### config.mk
export PLATFORM = sky130hd
export DESIGN_NAME = iir_deemph
export DESIGN_NICKNAME = d
export VERILOG_FILES = /design/src/rtl/iir_deemph.sv
export SDC_FILE = /design/constraint.sdc
export NUM_CORES = 1
export LEC_CHECK = 0
export BUFFER_PORTS_ARGS = -buffer_cell sky130_fd_sc_hd__buf_2
export CAP_MARGIN = 10
export CORE_UTILIZATION = 45
export CTS_CLUSTER_SIZE = 24
export DETAILED_ROUTE_END_ITERATION = 10
export GPL_ROUTABILITY_DRIVEN = 0
export PLACE_DENSITY = 0.69
export SLEW_MARGIN = 40
export SYNTH_ARGS = -nofsm -noshare
export SYNTH_HDL_FRONTEND = slang
export SYNTH_SLANG_ARGS = --single-unit
### constraint.sdc
create_clock -name clk -period 6.35 [get_ports clk]
set_input_delay 0 -clock clk [delete_from_list [all_inputs] [get_ports clk]]
set_output_delay 0 -clock clk [all_outputs]
set_load 0.05 [all_outputs]
### src/rtl/iir_deemph.sv
//------------------------------------------------------------------------------
// iir_deemph : first-order IIR de-emphasis between two FWFT/standard FIFOs.
// Optional macro IIR_SATURATE_EN clamps results instead of wrapping them.
// Revision   : 1.0
//------------------------------------------------------------------------------
`timescale 1ns/1ps
`default_nettype none

module iir_deemph #(
  parameter int DATA_WIDTH  = 16,
  parameter int COEFF_WIDTH = 16,
  parameter int FRAC_BITS   = 10,
  parameter int X0          = 178,
  parameter int X1          = 178,
  parameter int Y1          = 668
) (
  input  logic                  clk,
  input  logic                  rst,
  input  logic [DATA_WIDTH-1:0] in_dout,
  input  logic                  in_empty,
  output logic                  in_rd_en,
  output logic [DATA_WIDTH-1:0] out_din,
  input  logic                  out_full,
  output logic                  out_wr_en
);

  localparam int PW = DATA_WIDTH + COEFF_WIDTH;
  localparam int AW = PW + 2;

  localparam logic signed [COEFF_WIDTH-1:0] C_X0 = COEFF_WIDTH'(X0);
  localparam logic signed [COEFF_WIDTH-1:0] C_X1 = COEFF_WIDTH'(X1);
  localparam logic signed [COEFF_WIDTH-1:0] C_Y1 = COEFF_WIDTH'(Y1);

  typedef enum logic [1:0] {
    S_READ  = 2'd0,
    S_MAC   = 2'd1,
    S_WRITE = 2'd2
  } state_t;

  state_t state_q, state_d;

  logic signed [DATA_WIDTH-1:0] x_q, x_d;
  logic signed [DATA_WIDTH-1:0] x_prev_q, x_prev_d;
  logic signed [DATA_WIDTH-1:0] y_prev_q, y_prev_d;
  logic signed [AW-1:0]         acc_q, acc_d;

  logic signed [PW-1:0]         prod_x0, prod_x1, prod_y1;
  logic signed [DATA_WIDTH-1:0] y;

  // Operands widened first so each product is computed at full precision.
  assign prod_x0 = PW'(x_q)      * PW'(C_X0);
  assign prod_x1 = PW'(x_prev_q) * PW'(C_X1);
  assign prod_y1 = PW'(y_prev_q) * PW'(C_Y1);

`ifdef IIR_SATURATE_EN
  localparam logic signed [AW-1:0] MAX_V = {{(AW-DATA_WIDTH+1){1'b0}}, {(DATA_WIDTH-1){1'b1}}};
  localparam logic signed [AW-1:0] MIN_V = ~MAX_V;

  logic signed [AW-1:0] shifted;
  assign shifted = acc_q >>> FRAC_BITS;

  always_comb begin
    y = shifted[DATA_WIDTH-1:0];
    if (shifted > MAX_V) begin
      y = {1'b0, {(DATA_WIDTH-1){1'b1}}};
    end else if (shifted < MIN_V) begin
      y = {1'b1, {(DATA_WIDTH-1){1'b0}}};
    end
  end
`else
  assign y = DATA_WIDTH'(acc_q >>> FRAC_BITS);
`endif

  always_comb begin
    state_d   = state_q;
    x_d       = x_q;
    x_prev_d  = x_prev_q;
    y_prev_d  = y_prev_q;
    acc_d     = acc_q;
    in_rd_en  = 1'b0;
    out_wr_en = 1'b0;
    case (state_q)
      S_READ: begin
        if (!in_empty) begin
          x_d      = $signed(in_dout);
          in_rd_en = 1'b1;
          state_d  = S_MAC;
        end
      end
      S_MAC: begin
        acc_d   = AW'(prod_x0) + AW'(prod_x1) + AW'(prod_y1);
        state_d = S_WRITE;
      end
      S_WRITE: begin
        if (!out_full) begin
          out_wr_en = 1'b1;
          x_prev_d  = x_q;
          y_prev_d  = y;
          state_d   = S_READ;
        end
      end
      default: state_d = S_READ;
    endcase
  end

  // y_prev_q is exactly the last word written, so it doubles as the held output.
  assign out_din = (state_q == S_WRITE) ? y : y_prev_q;

  always_ff @(posedge clk) begin
    if (rst) begin
      state_q  <= S_READ;
      x_q      <= '0;
      x_prev_q <= '0;
      y_prev_q <= '0;
      acc_q    <= '0;
    end else begin
      state_q  <= state_d;
      x_q      <= x_d;
      x_prev_q <= x_prev_d;
      y_prev_q <= y_prev_d;
      acc_q    <= acc_d;
    end
  end

endmodule

`default_nettype wire

==> impl_metrics.tcl <==
set metrics [dict create \
    synthCells 1242 \
    power.leakage_uw 0.006890 \
    worstPathArrival_ns 6.30 \
    cp-endpoint "acc_q[25]$_SDFFE_PP0N_" \
    grt_max_degree 39 \
    startpoint_type "flop" \
    synthFlopType "dfxtp_1" \
    dp_slack_ns -0.1033 \
    max_freq_ghz 0.1654 \
    synthesis.nets 1602 \
    reg2regPathDepth 25 \
    clockPowerShare_pct 33.5 \
    hpwlAfterDp_mm 18.13 \
    clk_latency_ns 0.35 \
    clkSinkCount 66 \
    crit_start "y_prev_q[5]$_SDFFE_PP0P_" \
    wirelength_mm 21.77 \
    ios 38 \
    drv_cap 0 \
    yosys-top-cells-area "ha_1 (25%), fa_1 (23%), dfxtp_1 (12%)" \
    core_area_um2 23470 \
    grt_usage_pct 19.15 \
    cts_tree "done" \
    synth_top_area_share_pct 25.17 \
    rrSetupSlack_ns 0.30 \
    hold_violations 0 \
    rr_endpoint "acc_q[25]$_SDFFE_PP0N_" \
    diodes 0 \
    cp_num_buf_inv 4 \
    ys_async_sr_fraction_pct 0 \
    power.total_uw 1560 \
    drive_gt1_share_pct 12.58 \
    synth_common_cells "inv_1 (302), ha_1 (217), nand2_1 (133), fa_1 (123), a21oi_1 (105)" \
    drt_pass1_iterations 4 \
    avgRoutedWirePerCell_um 13.28 \
    p_sw_uw 556.8 \
    min_path_type "in -> reg" \
    critical_path_class "reg -> reg" \
    h-tree-depth 3 \
    path_depth 25 \
    cpPeakStageDelay_ns 0.51 \
    die_h_um 156.8 \
    start_util_pct 45.95 \
    synth_area_leader_cell "ha_1" \
    clkSlewWorstSetupHoldPaths_ns 0.06 \
    setup_violations 0 \
    nets 1676 \
    grt-ovfl-total 0 \
    finalCriticalPeriod_ns 6.048 \
    clock_skew_ns 0.01173 \
    area_growth_pct 13.35 \
    drtIter0Drc 335 \
    utilization_pct 52.08 \
    cp_top_family "adder cells" \
    dieArea_um2 24590 \
    drc 0 \
    r2r-start "y_prev_q[5]$_SDFFE_PP0P_" \
    synth-seq-cells 66 \
    vias_per_cell 4.867 \
    sequentialPowerShare_pct 29.3 \
    max_slew_margin_pct 47.25 \
    path_max_fanout 4 \
    path_common_cell "a21o_1" \
    end_kind "flop" \
    p_sw_share_pct 35.68 \
    power_frac_comb_pct 37.2 \
    numPortBuffers 37 \
    p_per_area_nw_per_um2 127.6 \
    synth.distinct_cells 57 \
    fin_ws_ns 0.3023 \
    finalCritPeriodShare_pct 95.24 \
    route.vias.total 7977 \
    antenna_found_initial 0 \
    ys_warn_count 0 \
    drv_slew 0 \
    grt_pass1_vias 8081 \
    cts_root_buffer "clkbuf_16" \
    status "finished, final reports clean" \
    tightest_slew_ns 0.7913 \
    synth.most_common_cell "inv_1" \
    syn_avg_cell_area_um2 8.684 \
    grt_pass1_wl_mm 37.17 \
    clockBufferDepth 2 \
    crit_slowest_cell "fa_1" \
    netlist_area_um2 10790 \
    final_antenna_net_count 0 \
    rows 56 \
    yosysSeqAreaShare_pct 12.25 \
    power.internal_uw 1004 \
    peakVddDrop_mv 0.1013 \
    synth_edf_count 0 \
    crit_required_ns 6.60 \
    die_w_um 156.8 \
    cts_buffers 9 \
]
[worst min path at each step]
stage	from	end	slack, ns	cells past startpoint
finish	in_empty	state_q[0]$_SDFFE_PP0P_	0.17	4
global route	in_empty	state_q[0]$_SDFFE_PP0P_	0.21	4
CTS	in_empty	state_q[0]$_SDFFE_PP0P_	0.17	4
detailed placement	in_dout[7]	x_q[7]$_SDFFE_PP0P_	0.25	3
global placement	in_dout[10]	x_q[10]$_SDFFE_PP0P_	0.24	3
floorplan	in_dout[2]	x_q[2]$_SDFFE_PP0P_	0.14	2
[cell families after synthesis]
family                     share of synthesized area (%)
adders and majority gates                          48.00
and+or+nand+nor                                    9.919
AOI/OAI and AO/OA                                  11.52
xor gates and xnor gates                           5.197
buffers and inverters                              11.35
DFF                                                12.25
muxes                                              1.763
[flip-flops by register name, summed over array words and instances, names as in the netlist]
signal    flops
x_q          16
acc_q        16
x_prev_q     16
state_q       2
y_prev_q     16
[routing by layer]
layer	part of all wire, %	vias to the layer above	GRT usage [%]
met3	2.9	17	2.520
met4	0.85	0	3.828
met2	47	93	33.44
met5	0	-	0
li1	-	4121	-
met1	49	3746	25.17
[repair_timing]
action	4_1_cts	5_1_grt
hold endpoints to repair	17	0
pin swaps	1	19
resized for setup	8	46
setup endpoints to repair	2	7
hold buffers	17	0
buffers inserted	0	2
[power by group through the flow]
| stage | clock network (uW) | registers (uW) | logic [uW] |
|---|---|---|---|
| 4_1_cts | 533 | 456 | 569 |
| 6_report | 523 | 456 | 581 |
| 2_1_floorplan | 0 | 457 | 421 |
| 3_5_place_dp | 0 | 465 | 553 |
| 5_1_grt | 552 | 459 | 661 |
| 3_3_place_gp | 0 | 465 | 537 |
[layout by cell type, fill, tap and decap left out, drive strengths merged, types with 4 or more instances in the layout]
cell type	netlist	final
mux2	16	16
a21oi	108	108
o21a	5	5
o21bai	5	5
nor2	19	19
inv	302	302
ha	217	217
nand3b	5	5
a211o	4	4
nand3	21	21
a21o	23	23
o31ai	7	7
or2	4	4
or3	7	7
nor2b	7	7
a211oi	7	7
nor3	7	7
nand2b	9	9
clkbuf	19	13
nand2	133	133
dfxtp	66	66
and3	6	6
o211ai	4	4
xor2	38	38
dlygate4sd3	0	17
fa	123	123
o21ai	17	17
xnor2	26	26
buf	4	69
[final cells by class]
| cell class | count | area [um2] |
|---|---|---|
| sequential | 66 | 1345 |
| timing repair buffer | 86 | 595.6 |
| fill | 2182 | 11250 |
| tap | 319 | 399.1 |
| clock inverter | 2 | 35.03 |
| multi-input combinational | 850 | 8443 |
| inverter | 303 | 1137 |
| clock buffer | 13 | 270.3 |
[metrics by stage]
step / instances / TNS (ns) / hold slack, ns / area, um2
after global placement: 1605 / -0.001648 / 0.2401 / 11510
after global routing: 1639 / -0.01659 / 0.2100 / 12230
final: 1639 / 0 / 0.1732 / 12230
after detailed placement: 1605 / -0.1033 / 0.2457 / 11510
after floorplan: 1242 / 0 / 0.1360 / 10790
after CTS: 1637 / 0 / 0.1658 / 12010
[tightest hold or removal path, stage by stage]
cell and delay (ns):
buf_2 0.09, or3_1 0.10, buf_4 0.22, nor2_1 0.05
(Power assumes the default switching activity.)
